$ cat config.mk
export PLATFORM = sky130hd
export DESIGN_NAME = fp_to_sample
export DESIGN_NICKNAME = d
export VERILOG_FILES = /design/src/rtl/fp_to_sample.sv
export SDC_FILE = /design/constraint.sdc
export NUM_CORES = 1
export LEC_CHECK = 0
export BUFFER_PORTS_ARGS = -buffer_cell sky130_fd_sc_hd__buf_2
export CORE_MARGIN = 2
export CORE_UTILIZATION = 58
export CTS_BUF_LIST = sky130_fd_sc_hd__clkbuf_4 sky130_fd_sc_hd__clkbuf_8
export CTS_CLUSTER_SIZE = 20
export DETAILED_ROUTE_END_ITERATION = 16
export HOLD_SLACK_MARGIN = 0.12
export MAX_ROUTING_LAYER = met4
export PLACE_DENSITY = 0.78
export SYNTH_ARGS = -nofsm -noshare
export SYNTH_HDL_FRONTEND = slang
export SYNTH_SLANG_ARGS = --single-unit
export TNS_END_PERCENT = 5
$ cat constraint.sdc
create_clock -name clk -period 6.3 [get_ports clk]
set_input_delay 0.315 -clock clk [delete_from_list [all_inputs] [get_ports clk]]
set_output_delay 0.315 -clock clk [all_outputs]
set_load 0.02 [all_outputs]
$ cat src/rtl/fp_to_sample.sv
// Converts an IEEE-754 single-precision value to a Q1.15 sample. It rounds half away from zero and saturates.
// The conversion is a 4-state sequence; done pulses on the 3rd edge after start is accepted.
//
//   state | meaning
//   IDLE  | waiting for start; datain is latched on the accepting edge
//   SHIFT | classify operand, align mantissa to magnitude*2 with a guard bit
//   ROUND | round half away from zero
//   OUT   | register dataout/sat, pulse done on the way back to IDLE
module fp_to_sample (
    input  logic        clk,
    input  logic        reset,
    input  logic        start,
    input  logic [31:0] datain,
    output logic [15:0] dataout,
    output logic        done,
    output logic        busy,
    output logic        sat
);

    typedef enum logic [1:0] {IDLE, SHIFT, ROUND, OUT} state_t;
    typedef enum logic [2:0] {CL_NORM, CL_ZERO, CL_NAN, CL_OVF, CL_NEG1} cls_t;

    state_t      state_q, state_d;
    cls_t        cls_q, cls_d;
    logic [31:0] data_q, data_d;
    logic [16:0] r_q, r_d;
    logic [16:0] mag_q, mag_d;
    logic [15:0] dataout_q, dataout_d;
    logic        sat_q, sat_d;
    logic        done_q, done_d;
    logic        busy_q, busy_d;

    logic        sgn_w;
    logic [7:0]  exp_w;
    logic [22:0] man_w;
    logic [7:0]  shamt_w;
    logic [16:0] r_shift_w;

    assign sgn_w     = data_q[31];
    assign exp_w     = data_q[30:23];
    assign man_w     = data_q[22:0];
    assign shamt_w   = 8'd134 - exp_w;
    // Only meaningful for exponents 111..126, where the shift is 8..23 and the result fits in 17 bits.
    assign r_shift_w = 17'({1'b1, man_w} >> shamt_w);

    always_ff @(posedge clk or negedge reset) begin
        if (!reset) begin
            state_q   <= IDLE;
            cls_q     <= CL_NORM;
            data_q    <= 32'd0;
            r_q       <= 17'd0;
            mag_q     <= 17'd0;
            dataout_q <= 16'd0;
            sat_q     <= 1'b0;
            done_q    <= 1'b0;
            busy_q    <= 1'b0;
        end else begin
            state_q   <= state_d;
            cls_q     <= cls_d;
            data_q    <= data_d;
            r_q       <= r_d;
            mag_q     <= mag_d;
            dataout_q <= dataout_d;
            sat_q     <= sat_d;
            done_q    <= done_d;
            busy_q    <= busy_d;
        end
    end

    always_comb begin
        state_d   = state_q;
        cls_d     = cls_q;
        data_d    = data_q;
        r_d       = r_q;
        mag_d     = mag_q;
        dataout_d = dataout_q;
        sat_d     = sat_q;
        done_d    = 1'b0;
        busy_d    = busy_q;

        case (state_q)
            IDLE: begin
                busy_d = 1'b0;
                if (start) begin
                    data_d  = datain;
                    busy_d  = 1'b1;
                    state_d = SHIFT;
                end
            end
            SHIFT: begin
                busy_d = 1'b1;
                r_d    = r_shift_w;
                if (exp_w == 8'hFF && man_w != 23'd0)
                    cls_d = CL_NAN;
                else if (exp_w == 8'd127 && man_w == 23'd0 && sgn_w)
                    cls_d = CL_NEG1;
                else if (exp_w >= 8'd127)
                    cls_d = CL_OVF;
                else if (exp_w < 8'd111)
                    cls_d = CL_ZERO;
                else
                    cls_d = CL_NORM;
                state_d = ROUND;
            end
            ROUND: begin
                busy_d  = 1'b1;
                mag_d   = (r_q + 17'd1) >> 1;
                state_d = OUT;
            end
            OUT: begin
                // busy stays high through the done edge and drops one edge later.
                busy_d  = 1'b1;
                done_d  = 1'b1;
                state_d = IDLE;
                case (cls_q)
                    CL_ZERO: begin
                        dataout_d = 16'h0000;
                        sat_d     = 1'b0;
                    end
                    CL_NAN: begin
                        dataout_d = 16'h0000;
                        sat_d     = 1'b1;
                    end
                    CL_NEG1: begin
                        dataout_d = 16'h8000;
                        sat_d     = 1'b0;
                    end
                    CL_OVF: begin
                        dataout_d = sgn_w ? 16'h8000 : 16'h7FFF;
                        sat_d     = 1'b1;
                    end
                    default: begin
                        if (mag_q[16] || mag_q[15]) begin
                            // Only 32768 can reach here; it is representable only as a negative value.
                            dataout_d = sgn_w ? 16'h8000 : 16'h7FFF;
                            sat_d     = !sgn_w;
                        end else begin
                            dataout_d = sgn_w ? (16'd0 - mag_q[15:0]) : mag_q[15:0];
                            sat_d     = 1'b0;
                        end
                    end
                endcase
            end
            default: state_d = IDLE;
        endcase
    end

    assign dataout = dataout_q;
    assign sat     = sat_q;
    assign done    = done_q;
    assign busy    = busy_q;

endmodule

==> flow_summary.toml, run 1 <==
[cts]
htree_levels = 3
hold_buffers = 1
cts_resized = 0
clkLatencyLatePin_ps = 370
root_buffer = "clkbuf_8"
clk_pin_slew_ps = 90
postCtsSetupBuffers = 0
clockBufferDepth = 2
clock-sinks = 89
cts-buffers-inserted = 9
cts_tree = "done"

[place]
portBuffers = 53
dp.cells = 714
placed_cell_area_mm2 = 0.005873
place.gp.congestion = 0.9292
dp_slack_ps = 3592
dp.final_hpwl_mm = 9.343

[power]
ir_drop_mv = 0.4704
seq_power_share_pct = 30.2
swShare_pct = 47.41
clkPwrFrac_pct = 11.2
p_per_area_mw_per_mm2 = 650.3
p_sw_mw = 1.882
power.internal_mw = 2.088
p_comb_share_pct = 58.5
leakagePower_nw = 2.501

[min_path]
min-delay-start = "start"
min_path_type = "in2reg"

[synthesis]
synthesis.nets = 610
yosysWarnings = 0
ys_ff_latch = 89
synthDistinctLibCells = 65
synthMuxAreaShare_pct = 18.09
synth_edf_count = 0
synth-compound-area-share_pct = 14.92
synth_area_mm2 = 0.005595
avgSynthCellArea_um2 = 9.886
synth_top_family_by_area = "multiplexers"
synth_xor_area_share_pct = 5.009
synthAdderAreaFrac_pct = 2.013
synth_cells = 566
synth_async_sr_flop_share_pct = 100.0
yosys.area_share.simple_pct = 15.45
yosysSeqAreaShare_pct = 39.80
ys.flop_type = "dfrtp_1"

[sta]
rsz0062_at_grt = "false"
fin_setup_tns_ps = 0
setup_slack_ps = 3549
skew_ps = 12.95
slew_viol_final = 0
period_share_pct = 43.67
min_period_ps = 2751
setup_violations = 0
max_slew_margin_pct = 20.73
worst_pin_slew_ps = 1177
finalHoldViolCount = 0
max_freq_ghz = 0.3635

[floorplanning]
die-width_um = 102.2
core-area_mm2 = 0.009284
fp.dieArea_mm2 = 0.01045
rows = 35
io_pins = 54
initial_core_util_pct = 60.27
die-height_um = 102.2

[cells_and_area]
final_nets = 641
fin_area_mm2 = 0.006105
fill_cells = 770
drive_gt1_share_pct = 23.75
instances_no_fill = 731
insertedDiodeCount = 0
areaGrowthSynthToFinish_pct = 9.101

[drt]
wl_met1_mm = 5.658
top_layer = "met4"
drt_first_pass_iters = 5
vias_per_cell = 6.235
wl_met3_um = 693
met2WireLength_mm = 6.277
routed_wl_mm = 12.96
drc_errors = 0
vias = 4558
drtAntennaViolNets = 0
wl_per_cell_um = 17.73
drtIter0Drc = 237

[grt]
grt_max_degree = 51
grt_usage_pct = 27.35
first_global_vias = 4394
gr-total-overflow = 0
grt_pass1_wl_mm = 21.75
antenna_found_initial = 0

[worst_setup_path]
crit_path_start = "data_q[23]"
worst_ep_arrival_time_ps = 3000
timing.rr.start = "data_q[23]"
crit_fanout = 33
cp.required_ps = 6540
critPathKind = "reg2reg"
end_kind = "flop"
startpoint_type = "flop"

[run_status]
status = "finished clean"

[run]
maxCapViolations = 0
-- logic make-up after synthesis --
group,count (synthesis)
XOR/XNOR,32
AO/OA/AOI/OAI,127
AND/OR/NAND/NOR,177
multiplexers,75
flip-flops,89
buffers and inverters,57
adder cells (fa/ha/maj),9
-- registers in the layout, summed over array words and instances (netlist names) --
| name | cells |
|---|---|
| state_q | 2 |
| data_q | 32 |
| busy | 1 |
| dataout | 16 |
| sat | 1 |
| done | 1 |
| mag_q | 16 |
| r_q | 17 |
| cls_q | 3 |
-- power groups by stage --
stage	Combinational, mW	Clock, mW	Sequential [mW]
detailed placement	2.29	0	1.20
global placement	2.24	0	1.18
CTS	2.30	0.454	1.19
finish	2.32	0.446	1.20
global route	2.55	0.476	1.25
floorplan	1.86	0	1.12
-- through the flow --
| step | hold WS, ps | util (%) | power [mW] |
|---|---|---|---|
| 2_1_floorplan | 19.41 | - | 2.979 |
| 3_3_place_gp | 324.7 | 63.26 | 3.418 |
| 3_5_place_dp | 333.9 | 63.26 | 3.489 |
| 4_1_cts | 149.8 | 65.75 | 3.947 |
| 5_1_grt | 165.7 | 65.75 | 4.274 |
| 6_report | 159.2 | 65.75 | 3.970 |
-- cell usage after synthesis (all sizes together) (2+ instances only) --
cell | count | area [um^2]
mux2i | 19 | 190.2
o211ai | 4 | 30.03
o21ai | 14 | 73.82
o31ai | 3 | 22.52
or4 | 6 | 57.55
a311oi | 3 | 26.28
o22ai | 11 | 68.82
a2111oi | 2 | 17.52
mux2 | 39 | 439.2
nand4 | 6 | 37.54
nand2b | 3 | 18.77
nor4b | 2 | 23.77
xnor2 | 19 | 166.4
o221ai | 4 | 35.03
and2 | 2 | 12.51
clkbuf | 20 | 75.07
and3 | 2 | 12.51
inv | 16 | 60.06
or3 | 4 | 25.02
buf | 21 | 128.9
o311ai | 3 | 26.28
nor3 | 8 | 40.04
nor2b | 4 | 25.02
nand3b | 2 | 15.01
ha | 9 | 112.6
o2bb2ai | 8 | 70.07
a21oi | 49 | 249.0
nand3 | 22 | 115.1
nor2 | 64 | 240.2
mux4 | 17 | 382.9
dfrtp | 89 | 2227
a31oi | 13 | 81.33
xor2 | 13 | 113.9
nand2 | 42 | 160.2
a41oi | 2 | 17.52
nor4 | 6 | 43.79
-- cell type report --
class	instances	area, um^2	area share [%]
multi-input combinational	420	3104	50.85
sequential	89	2227	36.48
timing repair buffer	61	330.3	5.411
tap	129	161.4	2.644
clock buffer	10	131.4	2.152
clock inverter	6	90.09	1.476
inverter	16	60.06	0.9838
-- cells in the final DEF, fill, tap and decap left out, types with 8 or more instances in the layout --
cell type and n:
nand2_1 41, nand3_1 21, dfrtp_1 89, a21oi_1 48, ha_1 9, mux4_2 17, o22ai_1 11, buf_2 52
xnor2_1 19, xor2_1 13, nor2_1 64, o2bb2ai_1 8, mux2i_1 19, a31oi_1 13, o21ai_0 12, nor3_1 8
mux2_2 39, inv_1 16, buf_4 8, clkbuf_8 9
-- worst max-delay path, stage by stage (launching register included) --
cell and delay [ps]:
dfrtp_1 360, buf_4 390, nand3_1 330, xor2_1 820, o311ai_0 400, a21boi_0 260
a32oi_1 70
-- metal layers --
| metal | vias to the layer above | track usage [%] |
|---|---|---|
| li1 | 2139 | - |
| met1 | 2217 | 37.01 |
| met2 | 175 | 42.26 |
| met3 | 27 | 3.488 |
| met4 | 0 | 10.77 |
| met5 | - | - |
-- path summary, 6_finish.rpt --
path,cells past startpoint,slack [ps],endpoint
min,2,160,busy
max reg2reg,6,3550,r_q[6]
min reg2reg,2,490,dataout[10]
max,6,3550,r_q[6]
min in group asynchronous,2,460,dataout[12]
max in group asynchronous,3,4780,data_q[0]
(Power assumes the default switching activity.)
==> run 2, diff against run 1 <==
Settings changed: CORE_UTILIZATION 58 to 56, PLACE_DENSITY 0.78 to 0.79.
Clock period 6.3 ns to 2.3 ns, I/O delays scaled along.
==> run 2 against run 1 <==
- sequential power grew to 2.7 times the previous value
- wire length is 15% higher
- clock skew is 1.8 ps higher
- worst hold slack better by 97 ps
- power grew to 2.9 times the previous value
- utilization is 3.1 points higher
- via count is 9.1% higher
- die area is 3.4% higher
- cell count is 8.3% higher
- critical path type unchanged
- highest routed layer unchanged
==> flow_summary.toml, run 2 (synthesis gave the netlist of run 1 again) <==
[grt]
grt_usage_pct = 28.47
grt_max_degree = 48
gr-total-overflow = 0
antenna_found_initial = 0
grt_pass1_wl_mm = 24.16
first_global_vias = 4925

[floorplanning]
core-area_mm2 = 0.009729
die-width_um = 104.0
io_pins = 54
fp.dieArea_mm2 = 0.01081
initial_core_util_pct = 57.51
die-height_um = 104.0
rows = 36

[cts]
clk_pin_slew_ps = 100
cts-buffers-inserted = 9
cts_tree = "done"
root_buffer = "clkbuf_8"
htree_levels = 3
clkLatencyLatePin_ps = 370
clockBufferDepth = 2
clock-sinks = 89

[worst_setup_path]
critPathKind = "reg2reg"
max_stage_delay_ps = 500
cp.required_ps = 2530
worst_ep_arrival_time_ps = 2510
crit_fanout = 16
slowest_stage = "mux4_2"
cpMostUsedCell = "mux4_2"
reg2reg_slack_ps = 30
end_kind = "flop"
crit_chain = "ha_2, buf_12, mux4_2, mux4_2, a21oi_1, a31oi_1"
startpoint_type = "flop"

[place]
place.gp.congestion = 0.9203
portBuffers = 53
dp.final_hpwl_mm = 9.728
dp_slack_ps = 22.03

[drt]
routed_wl_mm = 14.86
drtIter0Drc = 304
vias = 4972
vias_per_cell = 6.278
drc_errors = 0
drtAntennaViolNets = 0
wl_per_cell_um = 18.76
drt_first_pass_iters = 5

[cells_and_area]
final_cell_mix = "dfrtp_1 (87), nor2_1 (64), buf_2 (52)"
top_regs = "data_q: 32 flops, r_q: 17 flops"
areaGrowthSynthToFinish_pct = 19.68
top_register = "data_q"
drive_gt1_share_pct = 26.56
fill_cells = 720
insertedDiodeCount = 0
final_nets = 698
layout_commonest_cell = "dfrtp_1"
largest_register_ffs = 32

[sta]
min_period_ps = 2272
worst_pin_slew_ps = 1162
skew_ps = 14.74
slew_viol_final = 0
setup_slack_ps = 28.36
fin_setup_tns_ps = 0
rsz0062_at_grt = "true"
max_slew_margin_pct = 21.98
max_freq_ghz = 0.4402
finalHoldViolCount = 0
period_share_pct = 98.77
setup_violations = 0

[run]
maxCapViolations = 0

[run_status]
status = "finished clean"

[min_path]
min_path_type = "in2async"

[power]
ir_drop_mv = 1.056
p_per_area_mw_per_mm2 = 1738
leakagePower_nw = 2.760
power_mw = 11.64
-- run 2: metal layers --
layer  GRT usage [%]  up-vias  wire, um
li1                -     2259         -
met1           34.93     2437      5827
met2           47.09      230      7587
met3           4.261       46       938
met4           12.45        0       503
met5               -        -         0
-- run 2: per-stage QoR --
| step | cells | util [%] | area, um^2 | hold WS (ps) |
|---|---|---|---|---|
| 6_report | 792 | 68.83 | 6696 | 256.7 |
| 2_1_floorplan | 566 | - | 5597 | -180.6 |
| 4_1_cts | 787 | 67.73 | 6590 | 284.7 |
| 5_1_grt | 792 | 68.83 | 6696 | 333.1 |
| 3_3_place_gp | 737 | 62.27 | 6058 | 126.2 |
| 3_5_place_dp | 737 | 62.27 | 6058 | 138.0 |
-- run 2: worst max-delay path: cells and delay by family (launching register included) --
family | cells | cell delay (ps)
compound gates | 2 | 220
buf+inv | 1 | 180
fa+ha+maj | 1 | 430
mux | 2 | 850
flops | 1 | 450
-- run 2: area by class of cell --
cell class | count | area (um^2) | share of cell area (%)
clock buffer | 11 | 145.1 | 2.167
clock inverter | 5 | 38.79 | 0.5792
inverter | 16 | 60.06 | 0.8969
multi-input combinational | 421 | 3164 | 47.25
sequential | 89 | 2230 | 33.30
tap | 133 | 166.4 | 2.485
timing repair buffer | 117 | 892.1 | 13.32
-- run 2: what timing repair did --
item                                    CTS  global route
cloned                                    0             2
resized for setup                         1            14
endpoints found under the setup margin    1            18
pin swaps                                 0             3
hold endpoints to repair                 76             0
setup buffers                             0             3
hold buffers                             34             0
-- run 2: report_power, final --
part	switching [mW]	internal (mW)
Combinational	4.08	3.33
Sequential	0.885	2.29
Clock	0.608	0.438
-- run 2: worst paths after layout --
check / startpoint / to / cells past startpoint
max: data_q[24] / r_q[5] / 6
max in group asynchronous: reset / data_q[12] / 3
min in group clk: datain[30] / data_q[30] / 3
min: reset / dataout[10] / 2
min reg2reg: dataout[3] / dataout[3] / 2
max reg2reg: data_q[24] / r_q[5] / 6
